===== src/rtl/matrix_pkg.sv =====
// Shared definitions for the LED matrix frame path.
// Contents: tile/grid geometry, arbiter state encoding and a helper
// that builds a frame with every tile set to the same code.
package matrix_pkg;

  localparam int TILE_W = 4;
  localparam int GRID   = 4;
  localparam int MAT_W  = TILE_W * GRID * GRID;

  typedef enum logic [1:0] {
    BOARD    = 2'd0,
    OVL_WAIT = 2'd1,
    OVERLAY  = 2'd2
  } arb_state_e;

  // Replicate one tile code into all 16 tile slots of a frame.
  function automatic logic [MAT_W-1:0] blank_frame(input logic [TILE_W-1:0] tile);
    logic [MAT_W-1:0] frame;
    frame = '0;
    for (int i = 0; i < GRID * GRID; i++) begin
      frame[i*TILE_W +: TILE_W] = tile;
    end
    return frame;
  endfunction

endpackage


===== src/rtl/matrix_frame_timer.sv =====
// Display frame timer, shared with the row scanner.
// Ports:
//   clk, reset  : system clock, synchronous active-high reset
//   fcnt        : cycle position inside the frame, 0..FRAME_CYCLES-1
//   frame_start : high exactly while fcnt == FRAME_CYCLES-1 (boundary cycle)
module matrix_frame_timer #(
  parameter int FRAME_CYCLES = 1048576,
  localparam int CNT_W = (FRAME_CYCLES > 1) ? $clog2(FRAME_CYCLES) : 1
) (
  input  logic             clk,
  input  logic             reset,
  output logic [CNT_W-1:0] fcnt,
  output logic             frame_start
);

  localparam logic [CNT_W-1:0] LAST = CNT_W'(FRAME_CYCLES - 1);

  // Frame counter; frame_start is registered one cycle ahead so it
  // coincides with fcnt == LAST without a combinational decode on the output.
  always_ff @(posedge clk) begin
    if (reset) begin
      fcnt        <= '0;
      frame_start <= 1'b0;
    end else if (fcnt == LAST) begin
      fcnt        <= '0;
      frame_start <= 1'b0;
    end else begin
      fcnt        <= fcnt + CNT_W'(1);
      frame_start <= (fcnt == (LAST - CNT_W'(1)));
    end
  end

endmodule


===== src/rtl/matrix_frame_arbiter.sv =====
// Frame owner between the 2048 game logic and the LED matrix scanner.
// Shares the display between the game board and a timed overlay and only
// changes mat_flat on frame boundaries so a scan never tears.
// Ports:
//   clk, reset        : system clock, synchronous active-high reset
//   board_flat/vld/rdy: board handshake into a single pending slot
//   ovl_req/flat/frames: overlay request, frame and duration (frames)
//   ovl_gnt           : one-cycle pulse, overlay accepted
//   ovl_done          : one-cycle pulse, overlay finished, board restored
//   mat_flat          : frame to the scanner
//   frame_start       : one-cycle pulse on the boundary cycle
// Build option: define MATRIX_ARB_BLINK_EN to make the overlay alternate
// with an all-blank frame on every other displayed frame.
module matrix_frame_arbiter
  import matrix_pkg::*;
#(
  parameter int                FRAME_CYCLES = 1048576,
  parameter int                HOLD_W       = 8,
  parameter logic [TILE_W-1:0] BLANK_TILE   = 4'd0
) (
  input  logic              clk,
  input  logic              reset,
  input  logic [MAT_W-1:0]  board_flat,
  input  logic              board_vld,
  output logic              board_rdy,
  input  logic              ovl_req,
  input  logic [MAT_W-1:0]  ovl_flat,
  input  logic [HOLD_W-1:0] ovl_frames,
  output logic              ovl_gnt,
  output logic              ovl_done,
  output logic [MAT_W-1:0]  mat_flat,
  output logic              frame_start
);

  localparam int CNT_W = (FRAME_CYCLES > 1) ? $clog2(FRAME_CYCLES) : 1;
  localparam logic [MAT_W-1:0] BLANK_FRAME = blank_frame(BLANK_TILE);

  logic [CNT_W-1:0]  fcnt_unused_s;
  logic              boundary_s;

  arb_state_e        state_r,     state_n;
  logic [MAT_W-1:0]  mat_r,       mat_n;
  logic [MAT_W-1:0]  cur_board_r, cur_board_n;
  logic [MAT_W-1:0]  pend_r,      pend_n;
  logic              pend_full_r, pend_full_n;
  logic [MAT_W-1:0]  ovl_buf_r,   ovl_buf_n;
  logic [HOLD_W-1:0] remain_r,    remain_n;
  logic              gnt_s,       done_s;
`ifdef MATRIX_ARB_BLINK_EN
  // High when the next overlay frame index is odd (shown blank).
  logic              blink_r,     blink_n;
`endif

  matrix_frame_timer #(.FRAME_CYCLES(FRAME_CYCLES)) u_timer (
    .clk         (clk),
    .reset       (reset),
    .fcnt        (fcnt_unused_s),
    .frame_start (boundary_s)
  );

  assign board_rdy   = !pend_full_r;
  assign ovl_gnt     = gnt_s;
  assign ovl_done    = done_s;
  assign mat_flat    = mat_r;
  assign frame_start = boundary_s;

  // Next-state, frame selection and handshake decode.
  always_comb begin
    state_n     = state_r;
    mat_n       = mat_r;
    cur_board_n = cur_board_r;
    pend_n      = pend_r;
    pend_full_n = pend_full_r;
    ovl_buf_n   = ovl_buf_r;
    remain_n    = remain_r;
    gnt_s       = 1'b0;
    done_s      = 1'b0;
`ifdef MATRIX_ARB_BLINK_EN
    blink_n     = blink_r;
`endif

    case (state_r)
      BOARD: begin
        if (boundary_s && pend_full_r) begin
          mat_n       = pend_r;
          cur_board_n = pend_r;
          pend_full_n = 1'b0;
        end else begin
          mat_n = mat_r;
        end
        if (ovl_req) begin
          gnt_s     = 1'b1;
          ovl_buf_n = ovl_flat;
          remain_n  = (ovl_frames == '0) ? HOLD_W'(1) : ovl_frames;
          state_n   = OVL_WAIT;
        end else begin
          state_n = BOARD;
        end
      end
      OVL_WAIT: begin
        // Overlay wins this boundary; any pending board waits for the end.
        if (boundary_s) begin
          mat_n   = ovl_buf_r;
          state_n = OVERLAY;
`ifdef MATRIX_ARB_BLINK_EN
          blink_n = 1'b1;
`endif
        end else begin
          state_n = OVL_WAIT;
        end
      end
      OVERLAY: begin
        if (boundary_s && (remain_r > HOLD_W'(1))) begin
          remain_n = remain_r - HOLD_W'(1);
`ifdef MATRIX_ARB_BLINK_EN
          mat_n    = blink_r ? BLANK_FRAME : ovl_buf_r;
          blink_n  = !blink_r;
`else
          mat_n    = ovl_buf_r;
`endif
        end else if (boundary_s) begin
          // Last overlay frame ends: newest board wins over the saved one.
          if (pend_full_r) begin
            mat_n       = pend_r;
            cur_board_n = pend_r;
            pend_full_n = 1'b0;
          end else begin
            mat_n = cur_board_r;
          end
          remain_n = '0;
          done_s   = 1'b1;
          state_n  = BOARD;
        end else begin
          state_n = OVERLAY;
        end
      end
      default: begin
        state_n = BOARD;
      end
    endcase

    // Slot is only loaded while empty, so this never races a commit.
    if (board_vld && !pend_full_r) begin
      pend_n      = board_flat;
      pend_full_n = 1'b1;
    end else begin
      pend_n = pend_n;
    end
  end

  // State and frame registers.
  always_ff @(posedge clk) begin
    if (reset) begin
      state_r     <= BOARD;
      mat_r       <= BLANK_FRAME;
      cur_board_r <= BLANK_FRAME;
      pend_r      <= '0;
      pend_full_r <= 1'b0;
      ovl_buf_r   <= '0;
      remain_r    <= '0;
`ifdef MATRIX_ARB_BLINK_EN
      blink_r     <= 1'b0;
`endif
    end else begin
      state_r     <= state_n;
      mat_r       <= mat_n;
      cur_board_r <= cur_board_n;
      pend_r      <= pend_n;
      pend_full_r <= pend_full_n;
      ovl_buf_r   <= ovl_buf_n;
      remain_r    <= remain_n;
`ifdef MATRIX_ARB_BLINK_EN
      blink_r     <= blink_n;
`endif
    end
  end

endmodule


===== config.mk =====
export PLATFORM = sky130hd
export DESIGN_NAME = matrix_frame_arbiter
export DESIGN_NICKNAME = d
export VERILOG_FILES = /design/src/rtl/matrix_pkg.sv /design/src/rtl/matrix_frame_timer.sv /design/src/rtl/matrix_frame_arbiter.sv
export SDC_FILE = /design/constraint.sdc
export NUM_CORES = 1
export LEC_CHECK = 0
export CAP_MARGIN = 25
export CORE_MARGIN = 4
export CORE_UTILIZATION = 59
export CTS_CLUSTER_DIAMETER = 80
export DETAILED_ROUTE_END_ITERATION = 10
export PLACE_DENSITY = 0.86
export SYNTH_ARGS = -nofsm -noshare
export SYNTH_HDL_FRONTEND = slang
export SYNTH_HIERARCHICAL = 1
export SYNTH_SLANG_ARGS = --single-unit

===== constraint.sdc =====
create_clock -name clk -period 6.9 [get_ports clk]
set_clock_uncertainty 0.15 [all_clocks]
set_input_delay 1.38 -clock clk [delete_from_list [all_inputs] [get_ports clk]]
set_output_delay 1.38 -clock clk [all_outputs]
set_load 0.005 [all_outputs]

==> run metrics <==
outcome=complete, no violations; HP Start=cur_board_r[16]$_SDFFE_PP0P_; io pins=about 210; Yosys top cell by area=dfxtp_1; final instance area=0.01643 sq mm; PostCTS Resize Cnt=0; Tightest Hold Check Type=flop to flop; Synth Flop Type=dfxtp_1; crit path from=ovl_req; FF+latch count, synth=288; DP Area=0.01537 sq mm; crit-path max FO=66; Distinct cells, synth=61; core area=~0.023 sq mm; GP Congestion=0.8451; CTS Buf Count=30; Worst EP arrival=3.04 ns; Reg power frac=0.443; crit end category=output pin; syn nets=1,741; EDFF count, synth=0; endpoints failing setup=0; unrepaired setup endpoints after global routing=false; clock share of power=0.420; largest net degree at the start of global routing=91; Total Routing Usage GR=0.3019; internal power=2960 uW; Cells after DPL=1,944; met3 GRT Util=0.06394; Tcrit/Tclk final=0.6624; Sw Pwr=1099 uW; worst flop-to-flop path startpoint=state_r[0]$_SDFFE_PP0P_; top cells by area, synth=dfxtp_1, nand2_1, a21oi_1; first-pass GRT wire length=65.51 mm; fin crit period=4.571 ns; total number of vias=12,950; worst-skew pair later-pin latency=around 0.55 ns; highest cell delay on the worst timing path=0.60 ns; DP HPWL=23.19 mm; drt wl/cell=20.22 microns; startpoint types=input pin; Row Count=55; antenna violations before repair=5; Worst slew margin=0.3869; worst hold stages=2; Pwr Density=247.0 mW/mm^2; Gate Count Post-Synth=1,592; Lkg Pwr=roughly 0.006 uW; Hold-fix buffers, CTS=0; Worst Reg2Reg Path Length in Cells=8; Gate power share=0.137; register area share after synthesis=0.4283; antenna-violating nets left=0; met1 usage=0.3701; initial core utilization=0.5964; Overflow after GRT=0; Post-Syn Area=0.01346 sq mm; length of the first detailed-routing pass in iterations=6; grt met2 use=0.5187; final WL=40.49 mm; Iter 0 DRT Violations=around 1,300; Max Slew Vio Count=0; critical-path cell list=clkdlybuf4s50_1 > nand2_2 > buf_4 > inv_2 > clkdlybuf4s50_1; die area=approximately 0.025 sq mm; Fin. Hold Viols=0; setup TNS after final layout=0 ns; peak supply drop=about 0.00023 V; worst reg2reg path endpoint=mat_flat[21]$_SDFFE_PP0P_; cell mode on critical path=clkdlybuf4s50_1; CP required=about 5.4 ns; Setup Fix Bufs, Post-CTS=0; Layout Utilization=0.7280; sw frac=0.2709; worst hold slack=0.3103 ns; # port buffers=207; clk root buf=clkbuf_16; clock sink count=288; actual slew at the worst max-slew pin=0.9196 ns; reg-to-reg slack, setup=3.18 ns; Die Wd=159.1 microns; CTS clk-pin slew, worst paths=approximately 0.060 ns; fin cells=~2,000; crit path max-delay cell type=buf_4; CTS tree=built; Max Cap Viol=0; Synth Warn #=6; area grow syn2layout=22.07%; share of the synthesized area in the top cell type=0.4283; clk buf depth=3; DRC violations left=0; H-tree depth=1; vias in the first global route=roughly 13,000; Synth top cells by count=nand2_1, dfxtp_1, a21oi_1, clkbuf_1, nor2_1; synthesized area per cell=8.456 sq um; routed vias/inst=roughly 6.5; nets=about 1,800; most numerous cell in the Yosys netlist=nand2_1; ys async rst share=0; fmax=218.8 MHz; Die Span Y=159.1 microns; Crit Path Category=input pin to output pin; global route hottest layer=met2; hold endpoint=cur_board_r[16]$_SDFFE_PP0P_; share of cells above drive strength 1=0.05834
registers in the layout, summed over array words and instances, names as in the netlist:
name                 cells
remain_r                 8
cur_board_r             64
mat_flat                64
u_timer/fcnt            20
pend_full_r              1
state_r                  2
pend_r                  64
u_timer/frame_start      1
ovl_buf_r               64
cells in the final DEF, fill, tap and decap left out, types with 6 or more instances in the layout:
cell,n
nor2_1,86
a221o_1,64
nand2_1,392
o311ai_0,41
xor2_1,6
clkbuf_16,31
nand4_1,7
clkinvlp_4,9
o311ai_1,24
a2111oi_0,64
nand3_1,12
o21ai_0,10
inv_1,14
ha_1,7
buf_4,20
clkdlybuf4s50_1,206
o22a_1,64
mux2i_1,65
or3_1,10
a21oi_1,141
dfxtp_1,287
a21boi_0,64
through the flow:
step	total power (uW)	setup slack, ns
2_1_floorplan	2131	3.577
3_3_place_gp	2358	2.300
3_5_place_dp	2374	2.285
4_1_cts	4055	2.277
5_1_grt	4192	2.228
6_report	4059	2.329
logic make-up after synthesis:
kind of cell	after synthesis	synth area share
xor gates and xnor gates	9	0.005856
muxes	65	0.04833
and+or+nand+nor	548	0.1673
DFF	288	0.4283
adders and majority gates	9	0.008365
buffers and inverters	176	0.05967
AOI/OAI and AO/OA	497	0.2822
worst max-delay path: cells and delay by family:
kind | cells | cell delay [ns]
buffers and inverters | 4 | 1.58
and+or+nand+nor | 1 | 0.08
power by group through the flow:
stage	clock network, uW	logic [uW]	registers, uW
2_1_floorplan	0	319	1810
3_3_place_gp	0	530	1830
3_5_place_dp	0	543	1830
4_1_cts	1710	547	1800
5_1_grt	1790	597	1800
6_report	1700	556	1800
layout make-up:
type                    instances  area (sq um)
diodes                          3         7.507
clock buffers                  34         817.0
clock inverters                21         242.7
fillers                      1658          6138
inverters                      16         62.56
multi-input cells            1128          6957
flip-flops and latches        288          5767
well taps                     285         356.6
repair buffers                227          2223
per-layer routing:
metal	share of wire	wire length, microns
met5	0.00082	33
met4	0.029	1175
met3	0.090	3659
met2	0.48	19470
met1	0.40	16140
worst max-delay path by stage:
stage / endpoint / slack (ns) / cells past startpoint
3_5_place_dp: ovl_gnt / 2.29 / 5
2_1_floorplan: ovl_gnt / 3.58 / 3
6_report: ovl_gnt / 2.33 / 5
5_1_grt: ovl_gnt / 2.23 / 5
4_1_cts: ovl_gnt / 2.28 / 5
3_3_place_gp: ovl_gnt / 2.30 / 5
Note: power is estimated with default switching activity, not from simulation.
